`config.mk`:
```
export PLATFORM = sky130hd
export DESIGN_NAME = tt_um_uart_rx
export DESIGN_NICKNAME = d
export VERILOG_FILES = /design/src/rtl/tt_um_uart_rx.sv
export SDC_FILE = /design/constraint.sdc
export NUM_CORES = 1
export LEC_CHECK = 0
export ABC_AREA = 1
export CORE_ASPECT_RATIO = 1.1
export CORE_UTILIZATION = 58
export CTS_BUF_LIST = sky130_fd_sc_hd__clkbuf_4 sky130_fd_sc_hd__clkbuf_8
export DETAILED_ROUTE_END_ITERATION = 8
export PLACE_DENSITY = 0.95
export REMOVE_ABC_BUFFERS = 1
export SLEW_MARGIN = 20
export SYNTH_ARGS = -nofsm -noshare
export SYNTH_HDL_FRONTEND = slang
export SYNTH_SLANG_ARGS = --single-unit
```
`constraint.sdc`:
```
create_clock -name clk -period 2.45 [get_ports clk]
set_input_delay 0.49 -clock clk [delete_from_list [all_inputs] [get_ports clk]]
set_output_delay 0.49 -clock clk [all_outputs]
set_load 0.01 [all_outputs]
```
`src/rtl/tt_um_uart_rx.sv`:
```
// 8N1 UART receiver: 2-flop synced rx, byte and flags valid one cycle after the stop-sample edge.
// No backpressure: an unacknowledged byte is overwritten and flagged as overrun.
module tt_um_uart_rx #(
   parameter int CLKS_PER_BIT = 16
) (
   input  logic       clk,
   input  logic       rst_n,
   input  logic       ena,
   input  logic [7:0] ui_in,
   output logic [7:0] uo_out,
   input  logic [7:0] uio_in,
   output logic [7:0] uio_out,
   output logic [7:0] uio_oe
);

   localparam logic [15:0] HALF_M1 = 16'(CLKS_PER_BIT / 2 - 1);
   localparam logic [15:0] FULL_M1 = 16'(CLKS_PER_BIT - 1);

   typedef enum logic [2:0] {
      S_IDLE,
      S_START,
      S_DATA,
      S_STOP,
      S_WAIT_HIGH
   } state_t;

   state_t      r_state;
   state_t      w_state_nxt;
   logic [15:0] r_cnt;
   logic [15:0] w_cnt_nxt;
   logic [2:0]  r_bit;
   logic [2:0]  w_bit_nxt;
   logic [7:0]  r_shift;
   logic [7:0]  w_shift_nxt;
   logic [7:0]  r_data;
   logic        r_valid;
   logic        r_ferr;
   logic        r_ovr;
   logic        r_rx_s1;
   logic        r_rx_s2;
   logic        r_ack_s1;
   logic        r_ack_s2;
   logic        r_ack_d;
   logic        w_rx;
   logic        w_ack_edge;
   logic        w_good;
   logic        w_ferr;
   logic        w_unused;

   assign w_unused   = &{1'b0, ena, uio_in, ui_in[7:2]};
   assign w_rx       = r_rx_s2;
   assign w_ack_edge = r_ack_s2 & ~r_ack_d;

   // rx idles high so its synchronizer resets to 1; otherwise reset release looks like a start bit.
   always_ff @(posedge clk or negedge rst_n) begin
      if (!rst_n) begin
         r_rx_s1  <= 1'b1;
         r_rx_s2  <= 1'b1;
         r_ack_s1 <= 1'b0;
         r_ack_s2 <= 1'b0;
         r_ack_d  <= 1'b0;
      end else begin
         r_rx_s1  <= ui_in[0];
         r_rx_s2  <= r_rx_s1;
         r_ack_s1 <= ui_in[1];
         r_ack_s2 <= r_ack_s1;
         r_ack_d  <= r_ack_s2;
      end
   end

   always_ff @(posedge clk or negedge rst_n) begin
      if (!rst_n) begin
         r_state <= S_IDLE;
         r_cnt   <= 16'd0;
         r_bit   <= 3'd0;
         r_shift <= 8'd0;
      end else begin
         r_state <= w_state_nxt;
         r_cnt   <= w_cnt_nxt;
         r_bit   <= w_bit_nxt;
         r_shift <= w_shift_nxt;
      end
   end

   always_comb begin
      w_state_nxt = r_state;
      w_cnt_nxt   = r_cnt + 16'd1;
      w_bit_nxt   = r_bit;
      w_shift_nxt = r_shift;
      w_good      = 1'b0;
      w_ferr      = 1'b0;
      case (r_state)
         S_IDLE: begin
            w_cnt_nxt = 16'd0;
            if (!w_rx) begin
               w_state_nxt = S_START;
            end
         end
         S_START: begin
            if (r_cnt == HALF_M1) begin
               w_cnt_nxt   = 16'd0;
               w_bit_nxt   = 3'd0;
               w_state_nxt = w_rx ? S_IDLE : S_DATA;
            end
         end
         S_DATA: begin
            if (r_cnt == FULL_M1) begin
               w_cnt_nxt   = 16'd0;
               w_shift_nxt = {w_rx, r_shift[7:1]};
               if (r_bit == 3'd7) begin
                  w_bit_nxt   = 3'd0;
                  w_state_nxt = S_STOP;
               end else begin
                  w_bit_nxt = r_bit + 3'd1;
               end
            end
         end
         S_STOP: begin
            if (r_cnt == FULL_M1) begin
               w_cnt_nxt = 16'd0;
               if (w_rx) begin
                  w_good      = 1'b1;
                  w_state_nxt = S_IDLE;
               end else begin
                  w_ferr      = 1'b1;
                  w_state_nxt = S_WAIT_HIGH;
               end
            end
         end
         S_WAIT_HIGH: begin
            // A held-low line (break) must not be re-taken as a fresh start bit.
            w_cnt_nxt = 16'd0;
            if (w_rx) begin
               w_state_nxt = S_IDLE;
            end
         end
         default: begin
            w_cnt_nxt   = 16'd0;
            w_state_nxt = S_IDLE;
         end
      endcase
   end

   // A completion event in the same cycle as an ack wins for its own flag.
   always_ff @(posedge clk or negedge rst_n) begin
      if (!rst_n) begin
         r_data  <= 8'd0;
         r_valid <= 1'b0;
         r_ferr  <= 1'b0;
         r_ovr   <= 1'b0;
      end else begin
         if (w_good) begin
            r_data <= r_shift;
         end

         if (w_good) begin
            r_valid <= 1'b1;
         end else if (w_ack_edge) begin
            r_valid <= 1'b0;
         end

         if (w_ferr) begin
            r_ferr <= 1'b1;
         end else if (w_ack_edge) begin
            r_ferr <= 1'b0;
         end

         if (w_ack_edge) begin
            r_ovr <= 1'b0;
         end else if (w_good && r_valid) begin
            r_ovr <= 1'b1;
         end
      end
   end

   assign uo_out  = r_data;
   assign uio_out = {4'b0000, (r_state != S_IDLE), r_ovr, r_ferr, r_valid};
   assign uio_oe  = 8'h0F;

endmodule

```
* Word-level counts from Yosys, hierarchy flattened *
Index checks and enable logic that the tools add are counted.
W data, S select, Z words.

storage, ports and cells
  flip-flop bits (word level) = 46
  bits in latches = 0
  bits in writable memories = 0
  ROM bits = 0
  output and inout port bits = 24
  logic and storage cells = 68
  memories kept = 0

cells by class
  add/sub/neg operators = 2
  $mul = 0
  div/mod/pow operators = 0
  $lt $le $gt $ge = 0
  eq/ne operators = 13
  shifts and indexed selects = 0
  muxes and demuxes = 27
  bitwise operators = 2
  reduce and logical (&&, ||, !) cells = 11

operator list
  cell                     count
  $mux W16                 2
  $pmux W16 S2             1
  $mux W3                  10
  $add A16 B1 Y16 const B  1
  $eq A16 B3 Y1 const B    1
  $eq A16 B4 Y1 const B    1
  $pmux W3 S5              1
  $ne A2 B2 Y1 const B     6
  $mux W1                  11
  $reduce_bool A2 Y1       4
  $eq A3 B2 Y1 const B     2
  $eq A3 B3 Y1 const B     2
  $pmux W3 S2              1
  $reduce_and A6 Y1        1
  $add A3 B1 Y3 const B    1
  $eq A3 B1 Y1 const B     1
  $logic_not A3 Y1         1
  $reduce_and A3 Y1        1
  $reduce_bool A3 Y1       1
  $mux W2                  1
  $reduce_and A2 Y1        1
  $reduce_or A2 Y1         1
  $and A1 B1 Y1            1
  $logic_and A1 B1 Y1      1
  $not A1 Y1               1

* Depth between registers and ports, before layout *
  word-level depth = 6
  gate-level depth with buffers = 10

* Worst setup path before layout *
No wires, ideal clock.

  path kind = register to register
  start = register r_cnt[0]
  end = register r_shift[5]
  arrival = 1324 ps
  path slack = 1008 ps
  stages on the path, launching flop included = 10
  path buffers = 1
  period minus slack after synthesis = 1442 ps
  cells stage by stage = dfrtp_1 > ha_1 > nand3_1 > nor2_2 > nand2_2 > inv_4 > nand2_4 > buf_6 > nand2_1 > o21ai_2

between the ends
  cells in the longest elaborated chain, start to end = 2

RTL lines
  element                      RTL line  text
  from (decl)                  29        logic [15:0] r_cnt;
  from (signal assigned)       79        r_cnt <= w_cnt_nxt;
  $eq A16 B4 Y1                107       if (r_cnt == FULL_M1) begin
  $reduce_and A2 Y1 (no line)  --
  to (signal assigned)         81        r_shift <= w_shift_nxt;
  to (decl)                    33        logic [7:0] r_shift;

Every way passes these cells.
A chain may end at the register's enable or synchronous reset.

* Final worst setup path *
  start = register r_state[2]
  end = output uio_out[3]

between the ends
  cells in the longest elaborated chain, start to end = 1

RTL lines
  element                 RTL line  text
  from (decl)             27        state_t r_state;
  from (signal assigned)  78        r_state <= w_state_nxt;
  $reduce_bool A3 Y1      177       assign uio_out = {4'b0000, (r_state != S_IDLE), r_ovr, r_ferr, r_valid};
  to (decl)               12        output logic [7:0] uio_out,

Every way passes these cells.

==> results.yml <==
logic_synthesis:
  syn_inst: 246
  synth_cell_type_count: 28
  syn_area_mm2: 0.002263
  yosys.area_share.xor_xnor_pct: 4.256
  synth-adder-area-share_pct: 1.658
  synth_mux_area_share_pct: 0
  ys_ff_latch: 46
  synth_compound_area_share_pct: 7.905
  synthSimpleGateAreaFrac_pct: 24.32
  ys.warnings.count: 0
  synth_top_family_by_area: "simple AND/OR/NAND/NOR gates"
  postSynthAreaPerCell_um2: 9.201
  synth_seq_area_share_pct: 50.97
placed_design:
  place_inst: 305
  gp_congestion: 0.8583
  post-dp-hpwl_um: 2733
  portBuffers: 15
  place_ws_ns: 0.7615
status:
  status: "complete, no violations"
die:
  die_h_um: 67.52
  std_cell_rows: 23
  die_x_um: 61.56
  num_io_pins: 43
  start_util_pct: 61.45
  core_mm2: 0.003684
  die_area_mm2: 0.004157
flow_run:
  cap_violations: 0
layout:
  nets: 284
  finish.utilization_pct: 67.12
  final_common_cell: "nand2_1"
  drive_gt1_share_pct: 17.11
  antenna_cells: 0
  area.growth.synth_to_final_pct: 9.232
  layout.cells.non_filler: 313
  final_cell_mix: "nand2_1 (52), dfrtp_1 (44), nor2_1 (33)"
routing:
  dr.pass1.iters: 4
  vias_per_cell: 4.866
  wl_per_cell_um: 11.46
  drtAntennaViolNets: 0
  wirelength_um: 3587
  dr.first_iter.drc_count: 37
  num_vias: 1523
  drc_errors: 0
critical_path:
  cp-end-kind: "primary output"
  r2r-start: "r_cnt[0]"
  r2r_slack_ns: 0.75
  cp.arrival_ns: 1.55
  worstRegToRegCells: 10
  cp.required_ns: 1.96
  crit_type: "flip-flop to primary output"
  path_cells: "nor2_1 -> nand2_1 -> clkdlybuf4s50_1"
  r2r_end: "r_bit[1]"
  critPathMaxFanout: 4
  critPathSlowestCell: "clkdlybuf4s50_1"
  slowest_delay_ns: 0.50
  startpoint_type: "flip-flop"
timing:
  setup_violations: 0
  timing.final.ws_setup_ns: 0.4119
  hold_viol: 0
  fin_setup_tns_ns: 0
  slew_violations: 0
  fmax_ghz: 0.4906
  rsz0062_at_grt: "false"
  fin_skew_ns: 0.01013
  post-route-period-util_pct: 83.19
  period_needed_ns: 2.038
hold_path:
  hold_class: "input pin to async pin"
cts:
  clkLatencyLatePin_ns: 0.31
  cts_hold_buf: 0
  cts_buffers: 5
  clockRootBuffer: "clkbuf_8"
  path_clk_slew_ns: 0.09
  postCtsSetupRepairBufs: 0
  cts_htree_levels: 2
  clockBufferDepth: 2
  cts_sinks: 46
  cts_tree: "yes"
  cts-resized-gates: 0
grt:
  grt_max_degree: 21
  grtUsageMet3_pct: 5.556
  grt_antenna_before_repair: 0
  grt_util_all_layers_pct: 20.55
  grt_pass1_wl_um: 6085
  grt_pass1_vias: 1492
  gr-usage-met2_pct: 37.23
  use_met1_pct: 22.52
  grt_overflow_total: 0
  grt.busiest_layer: "met2"
pwr:
  power.density_mw_per_mm2: 710.3
  p_leak_nw: 1.218
  vdd_drop_max_mv: 0.4317
==> sequential cells by signal, indices dropped and copies added (netlist names), 3 cells and up <==
name     count
r_bit        3
r_cnt       16
r_shift      8
r_state      3
uo_out       8
==> routing by layer <==
layer,part of all wire (%),up-vias
li1,-,783
met1,44,705
met2,50,27
met3,3.8,8
met4,1.7,0
met5,0,-
==> cell families (layout without fill, tap and decap cells) <==
family | count (synthesis) | after routing
XOR/XNOR | 11 | 11
other | 2 | 12
AND/OR/NAND/NOR | 119 | 119
adder cells (fa/ha/maj) | 3 | 3
flip-flops | 46 | 46
buffers and inverters | 42 | 49
AO/OA/AOI/OAI | 23 | 23
==> synth_stat cells (all sizes together) <==
cell,n,area (um2)
a211oi,1,7.510
a21oi,1,5.000
a31oi,1,6.260
buf,18,146.4
conb,2,7.510
dfrtp,44,1101
dfstp,2,52.55
ha,3,37.54
inv,24,92.59
nand2,58,242.7
nand3,13,65.06
nand3b,1,7.510
nand4,4,25.02
nor2,36,142.6
nor3,5,52.55
nor3b,2,15.01
o21ai,20,160.2
xnor2,2,17.52
xor2,9,78.83
==> area by class of cell <==
cell class	count	area, um2
Fill cell	293	1211
Sequential cell	46	1154
Multi-Input combinational cell	168	908.4
Timing Repair Buffer	17	160.2
Inverter	24	92.59
Clock buffer	5	68.82
Tap cell	50	62.56
Clock inverter	3	26.28
==> worst max-delay path by stage <==
stage	from	end	depth (start not counted)
4_1_cts	r_state[2]	uio_out[3]	3
5_1_grt	r_state[2]	uio_out[3]	3
6_report	r_state[2]	uio_out[3]	3
2_1_floorplan	r_cnt[0]	r_bit[0]	10
3_5_place_dp	r_cnt[0]	r_bit[1]	10
3_3_place_gp	r_state[2]	uio_out[3]	3
==> worst max-delay path: cells and delay by family, from the launching register on <==
| kind | cells | cell delay [ns] |
|---|---|---|
| buffers and inverters | 1 | 0.50 |
| flip-flops | 1 | 0.43 |
| AND/OR/NAND/NOR | 2 | 0.31 |
==> power by group <==
part           internal [W]  switching (W)  total, W
logic              0.000126       0.000274  0.000400
clock network      0.000212       0.000279  0.000491
registers          0.000814      0.0000514  0.000865
==> through the flow <==
step           instance area (um2)  total power (W)  hold WS, ns
6_report                      2472         0.001756       0.1080
5_1_grt                       2472         0.001851       0.1427
4_1_cts                       2472         0.001773       0.1193
3_5_place_dp                  2377         0.001281       0.3403
3_3_place_gp                  2377         0.001260       0.3328
2_1_floorplan                 2155         0.001167       0.1944
No activity file was read; power rests on OpenSTA's default activity.
==> patch, RTL diff (config.mk and constraints unchanged) <==
Take the reset off `r_shift` and load it in a clocked block of its own.
--- a/src/rtl/tt_um_uart_rx.sv
+++ b/src/rtl/tt_um_uart_rx.sv
@@ -73,13 +73,15 @@
          r_state <= S_IDLE;
          r_cnt   <= 16'd0;
          r_bit   <= 3'd0;
-         r_shift <= 8'd0;
       end else begin
          r_state <= w_state_nxt;
          r_cnt   <= w_cnt_nxt;
          r_bit   <= w_bit_nxt;
-         r_shift <= w_shift_nxt;
       end
+   end
+
+   always_ff @(posedge clk) begin
+      r_shift <= w_shift_nxt;
    end
 
    always_comb begin
Formal check against the unedited RTL: same outputs for any inputs over 10 cycles, from zero or initial values and one cycle with rst_n low; that may be too few to reach the edited logic, so the function may still have changed.
==> patch against the original RTL <==
  * Hold slack improved by 0.16 ns
  * Sequential cell count did not move
  * Synthesized cell count rose by 0.81%
  * Register-to-register slack barely moved
  * Final area fell by 1.0%
  * Core utilization fell by 0.16 points
  * Synthesized area fell by 2.3%
  * First-iteration DRC count rose by 84%
  * Total power rose by 5.2%
  * Routed wire length rose by 4.6%
  * Setup slack improved by 0.063 ns
  * Critical endpoint unchanged
  * Largest power group unchanged
==> patch: results (changes against the original RTL) <==
| Metric | Value |
|---|---|
| Status | `finished clean` |
| Clock Tree Buf Depth | `2 (unchanged)` |
| CTS clk-pin slew, worst paths | `0.09 ns (about the same)` |
| Non-Filler Instances | `315 (+0.64%)` |
| Netlist cell types | `27 (-3.6%)` |
| Synth Instances | `248 (+0.81%)` |
| Vias in the first global route | `1,516 (+1.6%)` |
| Proportion of synthesized chip area in sequential cells | `0.540 (+0.0299)` |
| Largest net degree at the start of global routing | `39 (+86%)` |
| Rel. slew slack | `0.467` |
| DR vias | `1,604 (+5.3%)` |
| Share of the synthesized area in the top cell type | `0.407 (-0.0792)` |
| Cell internal pwr | `1.27 mW (+10%)` |
| YS warnings | `0 (unchanged)` |
| # H-tree levels | `2 (unchanged)` |
| Post-synth top cells | `nand2_1 (68), nor2_1 (40), dfrtp_1 (36), inv_1 (18), nand3_1 (17)` |
| R2R depth | `9 (-1)` |
| Worst R2R End | `r_bit[0]` |
| DR pass1 iterations | `7 (+3)` |
| Register name with the most flops | `r_cnt` |
| Post-CTS Setup Inserts | `0 (unchanged)` |
| Dpl ws | `0.726 ns (-0.0351 ns)` |
| Initial antenna violation count | `0 (unchanged)` |
| DR iter-0 viols | `68 (+84%)` |
| Layout cells sized above 1 | `0.0906 (-0.0805)` |
| LEAKAGE | `1.15 nW (-5.6%)` |
| R2r startpoint | `r_cnt[0]` |
| Global-route wire length before repair | `6.35 mm (+4.3%)` |
| Detailed Place HPWL | `2.62 mm (-4.1%)` |
| Clk_skew | `0.0100 ns (-0.000106 ns)` |
| Critical Path AT | `1.48 ns (-0.07 ns)` |
| Synth async-reset ratio | `0.826 (-0.174)` |
| Fin nets | `286 (+0.70%)` |
| Gr usage total | `0.219 (+0.0139)` |
| Peak VDD IR | `0.553 mV (+28%)` |
| Clock root buffer | `clkbuf_8` |
| Kind of cell adding the most delay to the critical path | `buffers and inverters` |
| Setup TNS | `0 ns (unchanged)` |
| RePlAce Congestion | `0.839 (-2.3%)` |
| Placed Cells incl. Taps | `307 (+0.66%)` |
| WL final | `3.75 mm (+4.6%)` |
| Post-synth EDFFs | `8 (+8)` |
| Fillers | `291 (-0.68%)` |
| Crit path max fanout | `5 (+1)` |
| Top cells by area, synth | `dfrtp_1 (41%), nand2_1 (12%), edfxtp_1 (11%)` |
-- patch: changes by cell type in the layout (fill, tap and decap cells not counted), sizes merged, moves of 5 or more --
cell    unedited run  this run
o21ai             20         4
nand2             58        72
dfrtp             44        36
edfxtp             0         8
inv               27        20
nor2              36        43
nand3             13        18
-- patch: cell families (layout without fill, tap and decap cells) --
group | Yosys count | in the layout | share of synthesized area
buffers and inverters | 36 | 43 | 0.0911
adders and majority gates | 3 | 3 | 0.0170
xor gates and xnor gates | 9 | 9 | 0.0356
DFF | 46 | 46 | 0.540
AOI/OAI and AO/OA | 7 | 7 | 0.0158
and+or+nand+nor | 145 | 145 | 0.298
other | 2 | 12 | 0.00339
-- patch: worst max path at each step --
stage            endpoint  slack (ns)        from  cells after the start
6_report       uio_out[3]        0.48  r_state[1]                      3
3_3_place_gp     r_bit[1]        0.82    r_cnt[0]                      8
5_1_grt        uio_out[3]        0.42  r_state[1]                      3
2_1_floorplan    r_bit[0]        0.96    r_cnt[0]                      8
3_5_place_dp     r_bit[0]        0.73    r_cnt[0]                      9
4_1_cts        uio_out[3]        0.49  r_state[1]                      3
-- patch: power groups by stage --
stage          combinational [mW]  clock, mW  sequential (mW)
5_1_grt                     0.459      0.610            0.880
3_5_place_dp                0.402          0            0.887
4_1_cts                     0.407      0.576            0.871
2_1_floorplan               0.303          0            0.878
6_report                    0.408      0.566            0.873
3_3_place_gp                0.385          0            0.885
-- patch: cell type report --
class | count | area [µm²] | share of cell area
Inverter | 20 | 77.6 | 0.0317
Tap cell | 50 | 62.6 | 0.0256
Multi-Input combinational cell | 176 | 855 | 0.349
Clock inverter | 2 | 37.5 | 0.0153
Clock buffer | 6 | 76.3 | 0.0312
Timing Repair Buffer | 15 | 145 | 0.0593
Sequential cell | 46 | 1190 | 0.488
-- patch: metal layers --
layer,up-vias,part of all wire,track usage
met4,0,0.020,0.0767
met2,53,0.49,0.348
li1,785,-,-
met1,756,0.44,0.277
met3,10,0.048,0.0757
met5,-,0,0
-- patch: per-stage QoR --
stage	hold WS [ns]	total power [mW]	cell area (µm²)
2_1_floorplan	0.194	1.18	2130
3_3_place_gp	0.335	1.27	2330
3_5_place_dp	0.347	1.29	2330
4_1_cts	0.299	1.85	2450
5_1_grt	0.338	1.95	2450
6_report	0.270	1.85	2450
